--- src/rtl/seg7_scan_driver.sv ---
// Double-buffered, time-multiplexed 7-segment scanner with BCD/hex decode and digit-switch dead time.
// Optional leading-zero blanking is compiled in when SEG7_LZB_EN is defined.
module seg7_scan_driver #(
  parameter int NUM_DIGITS   = 4,
  parameter int REFRESH_DIV  = 50000,
  parameter int BLANK_CYCLES = 16
) (
  input  logic                    clk,
  input  logic                    rst,
  input  logic                    enable_i,
  input  logic                    hex_mode_i,
  input  logic                    load_i,
  input  logic [4*NUM_DIGITS-1:0] data_i,
  input  logic [NUM_DIGITS-1:0]   dp_i,
  output logic [6:0]              seg_anode_o,
  output logic [6:0]              seg_cathode_o,
  output logic                    dp_anode_o,
  output logic                    dp_cathode_o,
  output logic [NUM_DIGITS-1:0]   dig_en_o,
  output logic [NUM_DIGITS-1:0]   dig_en_n_o,
  output logic                    commit_o,
  output logic                    frame_o
);

  localparam int CNT_W = (REFRESH_DIV > 1) ? $clog2(REFRESH_DIV) : 1;
  localparam int IDX_W = (NUM_DIGITS > 1) ? $clog2(NUM_DIGITS) : 1;
  localparam int DW    = 4 * NUM_DIGITS;

  localparam logic [CNT_W-1:0] CNT_MAX   = CNT_W'(REFRESH_DIV - 1);
  localparam logic [CNT_W-1:0] BLANK_LIM = CNT_W'(BLANK_CYCLES);
  localparam logic [IDX_W-1:0] IDX_MAX   = IDX_W'(NUM_DIGITS - 1);
  localparam logic [6:0]       SEG_OFF   = 7'b1111111;

  function automatic logic [6:0] seg_decode(input logic [3:0] nib, input logic hex);
    logic [6:0] seg;
    case (nib)
      4'h0:    seg = 7'b0000001;
      4'h1:    seg = 7'b1001111;
      4'h2:    seg = 7'b0010010;
      4'h3:    seg = 7'b0000110;
      4'h4:    seg = 7'b1001100;
      4'h5:    seg = 7'b0100100;
      4'h6:    seg = 7'b1100000;
      4'h7:    seg = 7'b0001111;
      4'h8:    seg = 7'b0000000;
      4'h9:    seg = 7'b0001100;
      4'hA:    seg = hex ? 7'b0001000 : SEG_OFF;
      4'hB:    seg = hex ? 7'b1100000 : SEG_OFF;
      4'hC:    seg = hex ? 7'b0110001 : SEG_OFF;
      4'hD:    seg = hex ? 7'b1000010 : SEG_OFF;
      4'hE:    seg = hex ? 7'b0110000 : SEG_OFF;
      4'hF:    seg = hex ? 7'b0111000 : SEG_OFF;
      default: seg = SEG_OFF;
    endcase
    return seg;
  endfunction

`ifdef SEG7_LZB_EN
  // Blanking runs down from the top digit and stops at the first nonzero nibble or set dp.
  function automatic logic [NUM_DIGITS-1:0] lz_mask(input logic [DW-1:0] nib,
                                                    input logic [NUM_DIGITS-1:0] dp);
    logic                  run;
    logic [NUM_DIGITS-1:0] m;
    run = 1'b1;
    m   = {NUM_DIGITS{1'b0}};
    for (int k = NUM_DIGITS - 1; k >= 1; k--) begin
      run  = run & (nib[4*k +: 4] == 4'h0) & ~dp[k];
      m[k] = run;
    end
    return m;
  endfunction
`endif

  logic [CNT_W-1:0]      cnt_q, cnt_d;
  logic [IDX_W-1:0]      idx_q, idx_d;
  logic [DW-1:0]         sh_nib_q, sh_nib_d;
  logic [NUM_DIGITS-1:0] sh_dp_q, sh_dp_d;
  logic [DW-1:0]         dsp_nib_q, dsp_nib_d;
  logic [NUM_DIGITS-1:0] dsp_dp_q, dsp_dp_d;
  logic                  pending_q, pending_d;
  logic                  commit_q, commit_d;
  logic                  frame_q, frame_d;
  logic                  slot_end_s, frame_end_s, commit_s;

  logic [CNT_W-1:0]      cnt_v_s;
  logic [IDX_W-1:0]      idx_v_s;
  logic [DW-1:0]         dsp_nib_v_s;
  logic [NUM_DIGITS-1:0] dsp_dp_v_s;
  logic [NUM_DIGITS-1:0] lz_blank_s;
  logic [3:0]            nib_sel_s;
  logic                  dp_sel_s;
  logic                  blank_sel_s;
  logic [NUM_DIGITS-1:0] onehot_s;

  logic [6:0]            seg_q, seg_d;
  logic                  dp_q, dp_d;
  logic [NUM_DIGITS-1:0] dig_en_q, dig_en_d;

  // Scan counters, double buffer and pulse next-state logic
  always_comb begin
    slot_end_s  = (cnt_q == CNT_MAX);
    frame_end_s = slot_end_s && (idx_q == IDX_MAX);
    commit_s    = frame_end_s && (pending_q || load_i);
    cnt_d       = cnt_q;
    idx_d       = idx_q;
    sh_nib_d    = sh_nib_q;
    sh_dp_d     = sh_dp_q;
    dsp_nib_d   = dsp_nib_q;
    dsp_dp_d    = dsp_dp_q;
    pending_d   = pending_q;

    if (slot_end_s) begin
      cnt_d = {CNT_W{1'b0}};
      if (idx_q == IDX_MAX) begin
        idx_d = {IDX_W{1'b0}};
      end else begin
        idx_d = idx_q + IDX_W'(1);
      end
    end else begin
      cnt_d = cnt_q + CNT_W'(1);
    end

    if (load_i) begin
      sh_nib_d = data_i;
      sh_dp_d  = dp_i;
    end else begin
      sh_nib_d = sh_nib_q;
      sh_dp_d  = sh_dp_q;
    end

    // A load in the frame-end cycle bypasses the shadow so it still lands this frame
    if (commit_s) begin
      dsp_nib_d = load_i ? data_i : sh_nib_q;
      dsp_dp_d  = load_i ? dp_i : sh_dp_q;
      pending_d = 1'b0;
    end else if (load_i) begin
      pending_d = 1'b1;
    end else begin
      pending_d = pending_q;
    end

    commit_d = commit_s;
    frame_d  = frame_end_s;
  end

  // State as it will be after this edge; the output registers decode from it
  always_comb begin
    if (rst) begin
      cnt_v_s     = {CNT_W{1'b0}};
      idx_v_s     = {IDX_W{1'b0}};
      dsp_nib_v_s = {DW{1'b0}};
      dsp_dp_v_s  = {NUM_DIGITS{1'b0}};
    end else begin
      cnt_v_s     = cnt_d;
      idx_v_s     = idx_d;
      dsp_nib_v_s = dsp_nib_d;
      dsp_dp_v_s  = dsp_dp_d;
    end
  end

`ifdef SEG7_LZB_EN
  assign lz_blank_s = lz_mask(dsp_nib_v_s, dsp_dp_v_s);
`else
  assign lz_blank_s = {NUM_DIGITS{1'b0}};
`endif

  // Digit select, dead time and segment decode for the upcoming cycle
  always_comb begin
    nib_sel_s   = 4'h0;
    dp_sel_s    = 1'b0;
    blank_sel_s = 1'b0;
    onehot_s    = {NUM_DIGITS{1'b0}};
    for (int k = 0; k < NUM_DIGITS; k++) begin
      if (idx_v_s == IDX_W'(k)) begin
        nib_sel_s   = dsp_nib_v_s[4*k +: 4];
        dp_sel_s    = dsp_dp_v_s[k];
        blank_sel_s = lz_blank_s[k];
        onehot_s[k] = 1'b1;
      end else begin
        onehot_s[k] = 1'b0;
      end
    end

    if (!enable_i || (cnt_v_s < BLANK_LIM)) begin
      dig_en_d = {NUM_DIGITS{1'b0}};
      seg_d    = SEG_OFF;
      dp_d     = 1'b1;
    end else begin
      dig_en_d = onehot_s;
      seg_d    = blank_sel_s ? SEG_OFF : seg_decode(nib_sel_s, hex_mode_i);
      dp_d     = ~dp_sel_s;
    end
  end

  // Scan, buffer and pulse registers
  always_ff @(posedge clk) begin
    if (rst) begin
      cnt_q     <= {CNT_W{1'b0}};
      idx_q     <= {IDX_W{1'b0}};
      sh_nib_q  <= {DW{1'b0}};
      sh_dp_q   <= {NUM_DIGITS{1'b0}};
      dsp_nib_q <= {DW{1'b0}};
      dsp_dp_q  <= {NUM_DIGITS{1'b0}};
      pending_q <= 1'b0;
      commit_q  <= 1'b0;
      frame_q   <= 1'b0;
    end else begin
      cnt_q     <= cnt_d;
      idx_q     <= idx_d;
      sh_nib_q  <= sh_nib_d;
      sh_dp_q   <= sh_dp_d;
      dsp_nib_q <= dsp_nib_d;
      dsp_dp_q  <= dsp_dp_d;
      pending_q <= pending_d;
      commit_q  <= commit_d;
      frame_q   <= frame_d;
    end
  end

  // Display pin registers; their inputs already reflect reset through the view mux
  always_ff @(posedge clk) begin
    if (rst) begin
      seg_q    <= seg_d;
      dp_q     <= dp_d;
      dig_en_q <= dig_en_d;
    end else begin
      seg_q    <= seg_d;
      dp_q     <= dp_d;
      dig_en_q <= dig_en_d;
    end
  end

  assign seg_anode_o   = seg_q;
  assign seg_cathode_o = ~seg_q;
  assign dp_anode_o    = dp_q;
  assign dp_cathode_o  = ~dp_q;
  assign dig_en_o      = dig_en_q;
  assign dig_en_n_o    = ~dig_en_q;
  assign commit_o      = commit_q;
  assign frame_o       = frame_q;

endmodule

--- config.mk ---
export PLATFORM = sky130hd
export DESIGN_NAME = seg7_scan_driver
export DESIGN_NICKNAME = d
export VERILOG_FILES = /design/src/rtl/seg7_scan_driver.sv
export SDC_FILE = /design/constraint.sdc
export NUM_CORES = 1
export LEC_CHECK = 0
export CORE_ASPECT_RATIO = 2
export CORE_MARGIN = 10
export CORE_UTILIZATION = 53
export DETAILED_ROUTE_END_ITERATION = 16
export PLACE_DENSITY = 0.79
export RECOVER_POWER = 25
export SETUP_SLACK_MARGIN = 0.2
export SLEW_MARGIN = 20
export SYNTH_ARGS = -nofsm -noshare
export SYNTH_HDL_FRONTEND = slang
export SYNTH_SLANG_ARGS = --single-unit
--- constraint.sdc ---
create_clock -name clk -period 3.1 [get_ports clk]
set_input_delay 0.62 -clock clk [delete_from_list [all_inputs] [get_ports clk]]
set_output_delay 0.62 -clock clk [all_outputs]
set_load 0.005 [all_outputs]
# Word-level counts from Yosys, hierarchy flattened
# Cells that the tools add are included.
# Widths: inputs -> output; s select.
word_totals:
  reg_bits: 73
  latchBits: 0
  ramBits: 0
  rom_bits: 0
  inputBits: 25
  output_inout_bits: 26
  wordCells: 77
  n_memories: 0
classes:
  addsub: 2
  mul: 0
  div: 0
  magnitude_cmp: 1
  eq_ne: 20
  shifts: 0
  mux: 30
  bitwise: 4
  reduce_logical: 8
ops:
  columns: ["cell", "n"]
  rows:
  - ["$pmux 7 s16", 1]
  - ["$mux 16", 5]
  - ["$eq 4x4->1 const B", 8]
  - ["$mux 4", 7]
  - ["$mux 7", 4]
  - ["$add 16x1->16 const B", 1]
  - ["$eq 16x16->1 const B", 1]
  - ["$eq 4x3->1 const B", 4]
  - ["$lt 16x5->1 const B", 1]
  - ["$eq 4x2->1 const B", 2]
  - ["$mux 1", 8]
  - ["$not 7->7", 1]
  - ["$eq 2x2->1 const B", 3]
  - ["$mux 2", 3]
  - ["$mux 6", 1]
  - ["$mux 5", 1]
  - ["$eq 4x1->1 const B", 1]
  - ["$logic_not 4->1", 1]
  - ["$not 4->4", 1]
  - ["$add 2x1->2 const B", 1]
  - ["$eq 2x1->1 const B", 1]
  - ["$logic_and 1x1->1", 2]
  - ["$logic_not 2->1", 1]
  - ["$logic_or 1x1->1", 2]
  - ["other kinds (3)", 4]

# Longest topological paths before layout
depth:
  word_depth: 11
  ltp_mapped: 12
  depth_no_buf: 11

# Worst setup path before layout
# OpenSTA, ideal clock, no wires.
synth_path:
  kind: "input-to-reg"
  start: "in load_i"
  end: "reg seg_q[3], in the netlist seg_anode_o[3]"
  setup_ns: 0.133
  arrival_ns: 2.520
  t_required_ns: 2.967
  path_slack_ns: 0.447
  path_stages: 10
  path_buffers: 2
  cell_sequence: "clkbuf_1 o21ai_0 nor4_4 buf_6 mux2_1 mux2i_1 mux2i_4 nor2_2 a2bb2oi_1 o221ai_1"
synth_via:
  elab_cells_between_ends: 26
  classes_between: "eq/ne: 15; mux: 8; reduce/logical: 3"
synth_lines:
  columns: ["element", "line_no", "rtl"]
  rows:
  - ["from (decl)", "12", "input logic load_i,"]
  - ["$logic_or 1x1->1", "103", "commit_s = frame_end_s && (pending_q || load_i);"]
  - ["$logic_and 1x1->1", "103", null]
  - ["$mux 16 (*)", "132", "if (commit_s) begin"]
  - ["$mux 16 (*)", "148", "if (rst) begin"]
  - ["via dsp_nib_v_s[5]", "87", "logic [DW-1:0] dsp_nib_v_s;"]
  - ["$mux 4 (*) (3 in a row)", "174", "if (idx_v_s == IDX_W'(k)) begin"]
  - ["$eq 4x4->1, or another cell as far along", "36", "case (nib)"]
  - ["$pmux 7 s16 (*)", "36", null]
  - ["to (signal assigned)", "223", "seg_q <= seg_d;"]
  - ["to (signal assigned)", "227", "seg_q <= seg_d;"]
  - ["to (decl)", "95", "logic [6:0] seg_q, seg_d;"]
# The timed path passes the listed nets; every way through them passes the cells marked *.
# A chain may end at the register's enable or synchronous reset.

# Worst setup path after layout
layout_path:
  start: "in load_i"
  end: "reg seg_q[6], in the netlist seg_anode_o[6]"
# The elaborated chain is that of the path after synthesis.

==> flow_summary_export.csv <==
group,metric,value,unit
finish,final_area,0.00468,mm2
finish,layout_common_cells,"65 x dfxtp_1, 49 x clkdlybuf4s50_1, 46 x nor2_1, 30 x buf_4, 25 x mux2i_1",
synth,synth.area.top_cells,"dfxtp_1 44%, mux2i_1 9.4%, nor2_1 5.4%",
synth,synth_top_area_cell,"dfxtp_1",
clock_network,cts_sinks,73,
finish,final_common_cell,"dfxtp_1",
finish,syn2layout_area_growth,41.3,%
power_and_ir_drop,p_seq_share,45.3,%
power_and_ir_drop,cellLeakagePower,1.91,nW
sta,skew,0.00612,ns
critical_path,crit_type,"input port to register",
clock_network,htreeDepth,3,
place,dp_slack,-0.0553,ns
finish,final_nets,445,
sta,fmax,337,MHz
sta,slew_headroom,67.2,%
die,die_h,132,um
place,numPortBuffers,50,
routing,final_antenna_net_count,0,
sta,worst_slew_pin_slew,0.482,ns
critical_path,worstPathCellList,"dlygate4sd3_1, o21ai_1, nor4_4, buf_4, clkbuf_16, mux2_2, mux2i_2, buf_4, mux2i_4, o21ai_1, a21oi_1, o22a_1",
critical_path,path_max_fanout,7,
routing,drc,0,
critical_path,crit_family,"buffers and inverters",
routing,wirelength,9050,um
synth,synth_cell_types,54,
run_status,status,"completed",
finish,antenna_cells,0,
place,dpl-instance-area,0.00400,mm2
sta,setup_viol,0,
power_and_ir_drop,switching_power,435,uW
routing,drt-wirelength-per-cell,17.8,um
sta,grt_setup_unrepaired,"no",
synth,synth_cells,335,
worst_hold_path,hold_path.class,"register to register",
global_route,first_global_vias,2723,
routing,viasPerCell,5.40,
routing,drt-pass1-iter-count,4,
power_and_ir_drop,p_int,1.70,mW
synth,syn-cell-area,0.00331,mm2
sta,fin_crit,2.97,ns
sta,worst_slack,0.130,ns
routing,drt_iter0_drc,144,
synth,ys.flop_type,"dfxtp_1",
routing,vias,2737,
synth,synth_seq_cells,73,
synth,syn_avg_cell_area,9.89,um2
power_and_ir_drop,ir_worst_vdd,0.304,mV
critical_path,critPathMaxStageDelay,0.59,ns
sta,hold_violations,0,
sta,report.final.slew_viol_count,0,
clock_network,holdBufCountCts,0,
critical_path,endpoint_kind,"register",
die,rows,40,
critical_path,path_buf_inv,4,
global_route,antenna_found_initial,0,
clock_network,root_buffer,"clkbuf_16",
sta,fin_crit_sh,95.8,%
clock_network,tritoncts,"yes",
synth,synth_edf_count,0,
place,hpwl,5730,um
power_and_ir_drop,p_sw_share,20.4,%
finish,drive_above_1_share,27.4,%
place,gp_congestion,0.852,
synth,ys_warn_count,0,
synth,ys_seq_area_share,44.1,%
synth,synth_top_area_share,44.1,%
critical_path,worst_ep_required_time,3.32,ns
die,dieArea,0.0100,mm2
critical_path,worstPathArrival,3.19,ns
synth,synth_nets,362,
sta,setup_tns,0,ns
die,core,0.00606,mm2
clock_network,clk_pin_slew_worst_paths,0.05,ns
power_and_ir_drop,p_per_area,456,mW/mm2
global_route,grt_pass1_wl,12700,um
clock_network,cts_buffers,9,
finish,fillers,387,
power_and_ir_drop,clkPwrFrac,49.9,%
synth,async_reset_ff_share,0,%
critical_path,cp_slowest_cell,"dlygate4sd3_1",
die,start_util,54.7,%
sta,hold_slack,0.486,ns
finish,final_cells,507,
place,dpl.cell_count,476,
die,die_w,75.9,um
critical_path,startpoint_type,"input port",
global_route,grt_max_degree,22,
die,ioPinCount,51,
global_route,grt_overflow,0,
global_route,grt_usage,16.7,%
clock_network,clock_path_buffers,2,
clock_network,clk_latency,0.34,ns
power_and_ir_drop,share_comb_of_total_power,4.8,%
flow_run,maxCapViolations,0,
metal layers:
| layer | GRT usage (%) | up-vias | part of all wire [%] |
|---|---|---|---|
| met3 | 5.20 | 25 | 3.8 |
| li1 | - | 1318 | - |
| met2 | 30.8 | 72 | 58 |
| met1 | 15.2 | 1322 | 34 |
| met5 | 0 | - | 0 |
| met4 | 8.00 | 0 | 3.8 |
metrics by stage:
| stage | util [%] | power [mW] |
|---|---|---|
| 2_1_floorplan | - | 1.03 |
| 3_3_place_gp | 66.1 | 1.08 |
| 3_5_place_dp | 66.1 | 1.09 |
| 4_1_cts | 71.3 | 2.14 |
| 5_1_grt | 77.3 | 2.19 |
| 6_report | 77.3 | 2.14 |
synth_stat cells, drive strengths merged, types with 2 or more instances:
| master | count |
|---|---|
| nor2b | 18 |
| xnor2 | 8 |
| nand4 | 6 |
| a21oi | 5 |
| nor3 | 6 |
| dfxtp | 73 |
| nand2 | 17 |
| inv | 16 |
| mux2 | 21 |
| nor2 | 52 |
| ha | 2 |
| o21ai | 6 |
| clkbuf | 3 |
| mux2i | 37 |
| and4bb | 2 |
| o22a | 4 |
| and3 | 2 |
| o22ai | 3 |
| nor4 | 4 |
| xor2 | 7 |
| nand2b | 2 |
| o211ai | 3 |
| buf | 15 |
| or2 | 3 |
| nand3 | 5 |
path summary, 6_finish.rpt:
path / cells after the start / start / slack (ns) / end
setup / recovery: 12 / load_i / 0.13 / seg_anode_o[6]$_SDFF_PP1_
hold / removal: 1 / dsp_dp_q[1]$_DFF_P_ / 0.49 / dsp_dp_q[1]$_DFF_P_
setup reg to reg: 12 / cnt_q[13]$_DFF_P_ / 0.21 / seg_anode_o[6]$_SDFF_PP1_
hold reg to reg: 1 / dsp_dp_q[1]$_DFF_P_ / 0.49 / dsp_dp_q[1]$_DFF_P_
logic make-up after synthesis:
logic type               share of synthesized area (%)
XOR/XNOR                                          3.97
flip-flops                                        44.1
buffers and inverters                             5.25
adder cells (fa/ha/maj)                          0.755
AO/OA/AOI/OAI                                     7.03
AND/OR/NAND/NOR                                   19.3
multiplexers                                      19.6
power groups by stage:
stage                     logic (mW)  registers, mW  clock network [mW]
after floorplan               0.0503          0.984                   0
after global placement        0.0967          0.985                   0
after detailed placement      0.0990          0.986                   0
after CTS                      0.100          0.966                1.07
after global routing           0.112          0.968                1.11
final                          0.102          0.967                1.07
worst reg2reg max path: stages (launching register included):
cell and delay, ns:
dfxtp_4 0.36, nor4_4 0.31, nand2_2 0.11, nor4_4 0.37
buf_4 0.21, clkbuf_16 0.16, mux2_2 0.36, mux2i_2 0.19
buf_4 0.16, mux2i_4 0.11, o21ai_1 0.12, a21oi_1 0.10
o22a_1 0.22
cell type report:
| cell class | count | area, um2 | share of cell area, % |
|---|---|---|---|
| flip-flops and latches | 73 | 1470 | 31.5 |
| well taps | 84 | 105 | 2.25 |
| multi-input cells | 229 | 1890 | 40.4 |
| clock inverters | 2 | 35.0 | 0.749 |
| clock buffers | 14 | 274 | 5.86 |
| inverters | 16 | 65.1 | 1.39 |
| repair buffers | 89 | 835 | 17.8 |
registers in the layout, indices dropped and copies added, names as in the netlist:
signal       flops
commit_o         1
seg_anode_o      7
dig_en_o         4
sh_nib_q        16
dp_anode_o       1
idx_q            2
pending_q        1
frame_o          1
cnt_q           16
sh_dp_q          4
dsp_nib_q       16
dsp_dp_q         4
timing repair:
item | 4_1_cts | 5_1_grt
pin swaps | 0 | 11
gates cloned | 0 | 3
buffers inserted | 0 | 12
gates resized for setup | 1 | 54
setup endpoints to repair | 1 | 11
Note: power is estimated with default switching activity, not from simulation.
